<file path="src/rtl/obi_mem_arbiter.sv">
// Round-robin arbiter sharing one OBI-style memory port among NUM_REQ requesters.
// An in-order ID FIFO routes each memory response back to the requester that issued it.
module obi_mem_arbiter #(
    parameter int unsigned NUM_REQ         = 2,
    parameter int unsigned ADDR_WIDTH      = 32,
    parameter int unsigned DATA_WIDTH      = 32,
    parameter int unsigned MAX_OUTSTANDING = 4
) (
    input  logic                                  clk_i,
    input  logic                                  rst_i,
    input  logic [NUM_REQ-1:0]                    req_i,
    input  logic [NUM_REQ*ADDR_WIDTH-1:0]         addr_i,
    input  logic [NUM_REQ-1:0]                    we_i,
    input  logic [NUM_REQ*DATA_WIDTH/8-1:0]       be_i,
    input  logic [NUM_REQ*DATA_WIDTH-1:0]         wdata_i,
    output logic [NUM_REQ-1:0]                    gnt_o,
    output logic [NUM_REQ-1:0]                    rvalid_o,
    output logic [DATA_WIDTH-1:0]                 rdata_o,
    output logic                                  mem_req_o,
    output logic [ADDR_WIDTH-1:0]                 mem_addr_o,
    output logic                                  mem_we_o,
    output logic [DATA_WIDTH/8-1:0]               mem_be_o,
    output logic [DATA_WIDTH-1:0]                 mem_wdata_o,
    input  logic                                  mem_gnt_i,
    input  logic                                  mem_rvalid_i,
    input  logic [DATA_WIDTH-1:0]                 mem_rdata_i,
    output logic [$clog2(MAX_OUTSTANDING+1)-1:0]  outstanding_o,
    output logic                                  err_o
);

    localparam int unsigned BE_WIDTH = DATA_WIDTH / 8;
    localparam int unsigned IDX_W    = (NUM_REQ > 1) ? $clog2(NUM_REQ) : 1;
    localparam int unsigned PTR_W    = (MAX_OUTSTANDING > 1) ? $clog2(MAX_OUTSTANDING) : 1;
    localparam int unsigned CNT_W    = $clog2(MAX_OUTSTANDING + 1);

    typedef enum logic [0:0] {ST_ARB, ST_LOCKED} state_e;

    state_e             state_q, state_d;
    logic [IDX_W-1:0]   lock_idx_q, lock_idx_d;
    logic [IDX_W-1:0]   rr_ptr_q;
    logic [IDX_W-1:0]   fifo_q [MAX_OUTSTANDING];
    logic [PTR_W-1:0]   head_q, tail_q;
    logic [CNT_W-1:0]   count_q;
    logic               err_q;

    logic [IDX_W-1:0]   arb_sel, sel;
    logic               arb_any, full, hs, push, pop, spurious, lock_drop;

    logic [ADDR_WIDTH-1:0] addr_arr  [NUM_REQ];
    logic [BE_WIDTH-1:0]   be_arr    [NUM_REQ];
    logic [DATA_WIDTH-1:0] wdata_arr [NUM_REQ];

    function automatic logic [IDX_W-1:0] wrap_add(input logic [IDX_W-1:0] base, input int unsigned off);
        int unsigned s;
        s = 32'(base) + off;
        return IDX_W'(s % NUM_REQ);
    endfunction

    function automatic logic [PTR_W-1:0] ptr_inc(input logic [PTR_W-1:0] p);
        return (p == PTR_W'(MAX_OUTSTANDING - 1)) ? '0 : p + PTR_W'(1);
    endfunction

    for (genvar k = 0; k < NUM_REQ; k++) begin : g_unpack
        assign addr_arr[k]  = addr_i[k*ADDR_WIDTH +: ADDR_WIDTH];
        assign be_arr[k]    = be_i[k*BE_WIDTH +: BE_WIDTH];
        assign wdata_arr[k] = wdata_i[k*DATA_WIDTH +: DATA_WIDTH];
    end

    // First active requester at or after the round-robin pointer
    always_comb begin
        arb_sel = rr_ptr_q;
        arb_any = 1'b0;
        for (int unsigned i = 0; i < NUM_REQ; i++) begin
            if (!arb_any && req_i[wrap_add(rr_ptr_q, i)]) begin
                arb_sel = wrap_add(rr_ptr_q, i);
                arb_any = 1'b1;
            end
        end
    end

    assign full      = (count_q == CNT_W'(MAX_OUTSTANDING));
    assign hs        = mem_req_o && mem_gnt_i;
    assign push      = hs;
    assign pop       = !rst_i && mem_rvalid_i && (count_q != '0);
    assign spurious  = mem_rvalid_i && (count_q == '0);
    assign lock_drop = (state_q == ST_LOCKED) && !req_i[lock_idx_q];

    always_ff @(posedge clk_i) begin
        if (rst_i) begin
            state_q    <= ST_ARB;
            lock_idx_q <= '0;
        end else begin
            state_q    <= state_d;
            lock_idx_q <= lock_idx_d;
        end
    end

    // An ungranted request locks the selection until the memory accepts it
    always_comb begin
        state_d    = state_q;
        lock_idx_d = lock_idx_q;
        if (hs) begin
            state_d = ST_ARB;
        end else if (mem_req_o) begin
            state_d    = ST_LOCKED;
            lock_idx_d = sel;
        end
    end

    always_comb begin
        sel         = (state_q == ST_LOCKED) ? lock_idx_q : arb_sel;
        mem_req_o   = 1'b0;
        if (!rst_i) begin
            mem_req_o = (state_q == ST_LOCKED) ? 1'b1 : (arb_any && !full);
        end
        gnt_o       = (mem_req_o && mem_gnt_i) ? (NUM_REQ'(1) << sel) : '0;
        rvalid_o    = pop ? (NUM_REQ'(1) << fifo_q[head_q]) : '0;
        mem_addr_o  = addr_arr[sel];
        mem_we_o    = we_i[sel];
        mem_be_o    = be_arr[sel];
        mem_wdata_o = wdata_arr[sel];
    end

    always_ff @(posedge clk_i) begin
        if (rst_i) begin
            rr_ptr_q <= '0;
            head_q   <= '0;
            tail_q   <= '0;
            count_q  <= '0;
            err_q    <= 1'b0;
        end else begin
            if (hs)   rr_ptr_q <= wrap_add(sel, 1);
            if (push) tail_q   <= ptr_inc(tail_q);
            if (pop)  head_q   <= ptr_inc(head_q);
            if (push && !pop) begin
                count_q <= count_q + CNT_W'(1);
            end else if (pop && !push) begin
                count_q <= count_q - CNT_W'(1);
            end
            if (spurious || lock_drop) err_q <= 1'b1;
        end
    end

    // ID storage needs no reset; validity is tracked by count_q
    always_ff @(posedge clk_i) begin
        if (push) fifo_q[tail_q] <= sel;
    end

    assign rdata_o       = mem_rdata_i;
    assign outstanding_o = count_q;
    assign err_o         = err_q;

endmodule

</file>
<file path="config.mk">
export PLATFORM = sky130hd
export DESIGN_NAME = obi_mem_arbiter
export DESIGN_NICKNAME = d
export VERILOG_FILES = /design/src/rtl/obi_mem_arbiter.sv
export SDC_FILE = /design/constraint.sdc
export NUM_CORES = 1
export LEC_CHECK = 0
export CELL_PAD_IN_SITES_DETAIL_PLACEMENT = 1
export CELL_PAD_IN_SITES_GLOBAL_PLACEMENT = 1
export CORE_UTILIZATION = 17
export CTS_CLUSTER_SIZE = 28
export DETAILED_ROUTE_END_ITERATION = 10
export PLACE_DENSITY_LB_ADDON = 0.08
export SYNTH_ARGS = -nofsm -noshare
export SYNTH_HDL_FRONTEND = slang
export SYNTH_SLANG_ARGS = --single-unit
</file>
<file path="constraint.sdc">
create_clock -name clk_i -period 3.2 [get_ports clk_i]
set_input_delay 0.96 -clock clk_i [delete_from_list [all_inputs] [get_ports clk_i]]
set_output_delay 0.96 -clock clk_i [all_outputs]
set_load 0.005 [all_outputs]
</file>
# == After elaboration in Yosys (flattened, before gate mapping) ==
# Memory sizes are Yosys's and may differ from the RTL's. A register that Yosys moved wholly into a read port is not among the register bits.
# Index checks and enable logic that the tools add are counted.
# word_totals
ff_bits,11
ram_bits,4
inputBits,176
output_inout_bits,110
mem_count,1
# op_classes
n_addsub,6
magnitude_cmp,5
n_eq_ne,3
shift,2
n_mux,33
n_bitwise,2
reduce_logical,21
# memory_table
memory,depth,width,rd,rd_ports_with_merged_regs,wr,line,rtl
fifo_q,4,1,1,1,1,41,logic [IDX_W-1:0] fifo_q [MAX_OUTSTANDING];
# op_table
cell,count
two-way mux 32 bit,6
two-way mux 1 bit,16
two-way mux 2 bit,6
two-way mux 4 bit,3
logical AND 1 bit,9
"less-than comparator 1 x 2 -> 1 bit, second input constant",4
logical NOT 1 bit,6
two-way mux 3 bit,2
"adder 2 x 1 -> 2 bit, second input constant",2
"equality test 2 bit, second input constant",2
"<< shifter 1 x 1 -> 2 bit, first input constant",2
"adder 3 x 1 -> 3 bit, second input constant",1
"equality test 3 bit, second input constant",1
logical NOT 3 bit,1
nonzero test 3 bit,1
"subtractor 3 x 1 -> 3 bit, second input constant",1
"adder 1 bit, second input constant",2
"greater-or-equal comparator 2 bit, second input constant",1
inverter 1 -> 2 bit,1
AND reduction 2 bit,1
nonzero test 2 bit,1
OR reduction 2 bit,1
logical OR 1 bit,1
inverter 1 bit,1

# == Logic depth before layout (Yosys ltp) ==
# logic_depth
word_depth,14
depth_mapped,8
mapped_depth_nobuf,8

# == Worst setup path after synthesis ==
# OpenSTA, ideal clock, no wires.
# synth_timing
kind,input to output
startpoint,input req_i[0]
endpoint,output mem_addr_o[0]
t_arrival_ps,1953
path_slack_ps,287
cell_stages,5
path_buffers,2
cell_sequence,a21boi_1 > o31a_1 > buf_6 > buf_12 > mux2_4
# synth_between
elab_chain_len,11
# synth_lines
element,line,rtl
from (decl),11,"input logic [NUM_REQ-1:0] req_i,"
two-way mux 1 bit (implied by the code) (2 in a row),74,"if (!arb_any && req_i[wrap_add(rr_ptr_q, i)]) begin"
two-way mux 1 bit,74,
logical NOT 1 bit,74,
logical AND 1 bit (*),74,
two-way mux 1 bit (*),74,
two-way mux 1 bit (*),111,sel = (state_q == ST_LOCKED) ? lock_idx_q : arb_sel;
inverter 1 -> 2 bit (implied by the code) (*),118,mem_addr_o = addr_arr[sel];
two-way mux 32 bit (implied by the code) (*) (3 in a row),118,
to (decl),20,"output logic [ADDR_WIDTH-1:0] mem_addr_o,"
# Every way passes the cells marked *; elsewhere a longest branch is shown, timed or not. The select of a mux whose other input is x is not followed.

# == Worst setup path in the final report ==
# layout_timing
startpoint,input req_i[0]
endpoint,output mem_addr_o[27]
# The elaborated chain is that of the path after synthesis.

==> flow_summary.toml <==
[routing]
vias_per_cell = 3.985
routedWlPerCell_um = 19.68
wl_um = 11450
ant_nets = 0
first_pass_iters = 4
vias = 2319
drc = 0
drtIter0Drc = 33

[place]
dp_slack_ps = -825.5
io_buffer_count = 221
dp_hpwl_um = 9493
gp_congestion = 0.8358

[power_and_ir_drop]
fin_total_pwr_mw = 1.637
powerDensity_nw_per_um2 = 330.2
peakVddDrop_mv = 0.2365
p_leak_nw = 2.315

[floorplanning]
placeableCoreArea_um2 = 12820
die_x_um = 117.5
std_cell_rows = 41
ioPinCount = 286
die_y_um = 117.5
start_util = 0.1769
die-area_um2 = 13810

[cts]
cts_tree = "yes"
cts_made_buffers = 3
clk_pin_slew_worst_paths_ps = 50
cts_htree_levels = 1
holdBufCountCts = 0
clock_latency_ps = 240
clockRootBuffer = "clkbuf_16"
clock-sinks = 17
ctsLongestPathBuffers = 2

[synth]
netlist_instances = 188
syn_area_um2 = 2268
synth_area_per_cell_um2 = 12.07
synthTopCellsByArea = "mux2_4 44%, dfxtp_1 11%, buf_4 11%"
ys_ff_latch = 17
synth_area_leader_cell = "mux2_4"
ys.warnings.count = 0
syn_nets = 371
seq_area_frac_synth = 0.1677
yosysMostFrequentCell = "mux2_4"
synth_top_area_frac = 0.4435
synthDistinctLibCells = 36
synth_edf_count = 4
synth_flop_cell = "dfxtp_1"
ys_async_sr_fraction = 0
synthTopCellsByCount = "67 x mux2_4, 32 x buf_4, 13 x dfxtp_1"

[timing]
slew_violations = 0
hold_violations = 0
max_slew_margin = 0.6622
rsz0062_at_grt = "yes"
setup_ws_ps = -116.0
setup_viol = 29
maxClockFrequency_mhz = 301.6
tightest_slew_ps = 504.6
fin_skew_ps = 2.063
fin_crit_sh = 1.036
layout_min_cycle_time_ps = 3316

[global_route]
grt_overflow_total = 0
grt_max_degree = 11
grt_pass1_vias = 2460
grt_use_total = 0.1631
grt_pass1_wl_um = 17000
antenna_found_initial = 0

[critical_path]
critPathMaxFanout = 6
crit_required_ps = 2240
cp_data_arrival_time_ps = 2360
cp-start-kind = "input port"
critPathCaptureType = "output port"
path_class = "in2out"

[layout]
areaGrowthSynthToFinish_pct = 118.5
antenna_cells = 0
final_nets = 594
drive_gt1_frac = 0.4756
fill_cells = 1408
utilization = 0.3865

[run_status]
violations = "negative setup slack"
status = "finished, violations left"

[hold_path]
holdCritPathClass = "reg2reg"

[run]
cap_violations = 0
-- final timing paths --
check / start / to / slack, ps / depth (start not counted)
setup / recovery: req_i[0] / mem_addr_o[27] / -120 / 8
hold / removal: err_o$_SDFFE_PP0P_ / err_o$_SDFFE_PP0P_ / 500 / 2
setup reg to reg: outstanding_o[0]$_SDFFE_PP0P_ / outstanding_o[2]$_SDFFE_PP0P_ / 760 / 10
hold reg to reg: err_o$_SDFFE_PP0P_ / err_o$_SDFFE_PP0P_ / 500 / 2
-- area by class of cell --
type	count	area, µm²	area share
clock buffer	3	75.07	0.01514
clock inverter	1	5.005	0.001010
inverter	6	22.52	0.004543
multi-input combinational	124	1509	0.3044
sequential	17	380.4	0.07673
tap	172	215.2	0.04341
timing repair buffer	259	2750	0.5548
-- critical path, cell delays in order --
cell and delay [ps]:
buf_6 90, a21boi_2 150, o31a_4 310, buf_12 150, buf_12 140, buf_16 140, mux2_4 290, buf_6 120
-- layout by cell type (no fill, tap or decap), types with 2 or more instances in the layout --
| cell | instances |
|---|---|
| nor3_1 | 4 |
| clkdlybuf4s50_1 | 143 |
| buf_2 | 5 |
| mux2_4 | 67 |
| dfxtp_1 | 13 |
| inv_1 | 4 |
| mux2i_1 | 4 |
| mux2_2 | 3 |
| xor2_1 | 2 |
| or3_1 | 2 |
| buf_12 | 10 |
| inv_2 | 2 |
| edfxtp_1 | 4 |
| clkbuf_16 | 3 |
| ha_1 | 6 |
| buf_6 | 69 |
| nand2_1 | 4 |
| and2_1 | 6 |
| buf_4 | 21 |
| nor2_1 | 7 |
| a21oi_1 | 2 |
| buf_16 | 3 |
| dlygate4sd2_1 | 5 |
-- what timing repair did --
action,in CTS,in global routing
pin swaps,3,0
endpoints found under the setup margin,75,72
setup buffers,11,2
gates resized for setup,371,8
cloned,5,0
-- metrics by stage --
| step | hold WS (ps) | setup TNS [ps] | area (µm²) | cells |
|---|---|---|---|---|
| 2_1_floorplan | 463.4 | 0 | 2268 | 188 |
| 3_3_place_gp | 483.0 | -53260 | 4554 | 563 |
| 3_5_place_dp | 501.6 | -54490 | 4554 | 563 |
| 4_1_cts | 512.0 | -5649 | 4994 | 583 |
| 5_1_grt | 529.2 | -3849 | 4957 | 582 |
| 6_report | 499.5 | -2830 | 4957 | 582 |
-- kinds of logic after synthesis --
group	count (synthesis)	synth area share
fa+ha+maj	7	0.04192
buf+inv	47	0.1820
simple gates	29	0.07778
compound gates	11	0.03696
flops	17	0.1677
mux	75	0.4859
xor+xnor	2	0.007723
-- power by group --
group          leakage [nW]  internal, mW  total, mW  switching, mW
sequential            0.144         0.257      0.303         0.0457
clock                0.0409         0.167      0.250         0.0833
combinational          2.13         0.741       1.08          0.343
total                  2.31          1.16       1.64          0.472
-- metal layers --
metal	part of all wire	wire length [µm]	track usage
met5	0	0	0
met4	0.013	150	0.03125
met3	0.087	1000	0.05620
met2	0.50	5699	0.2859
met1	0.40	4601	0.1919
(Power assumes the default switching activity.)
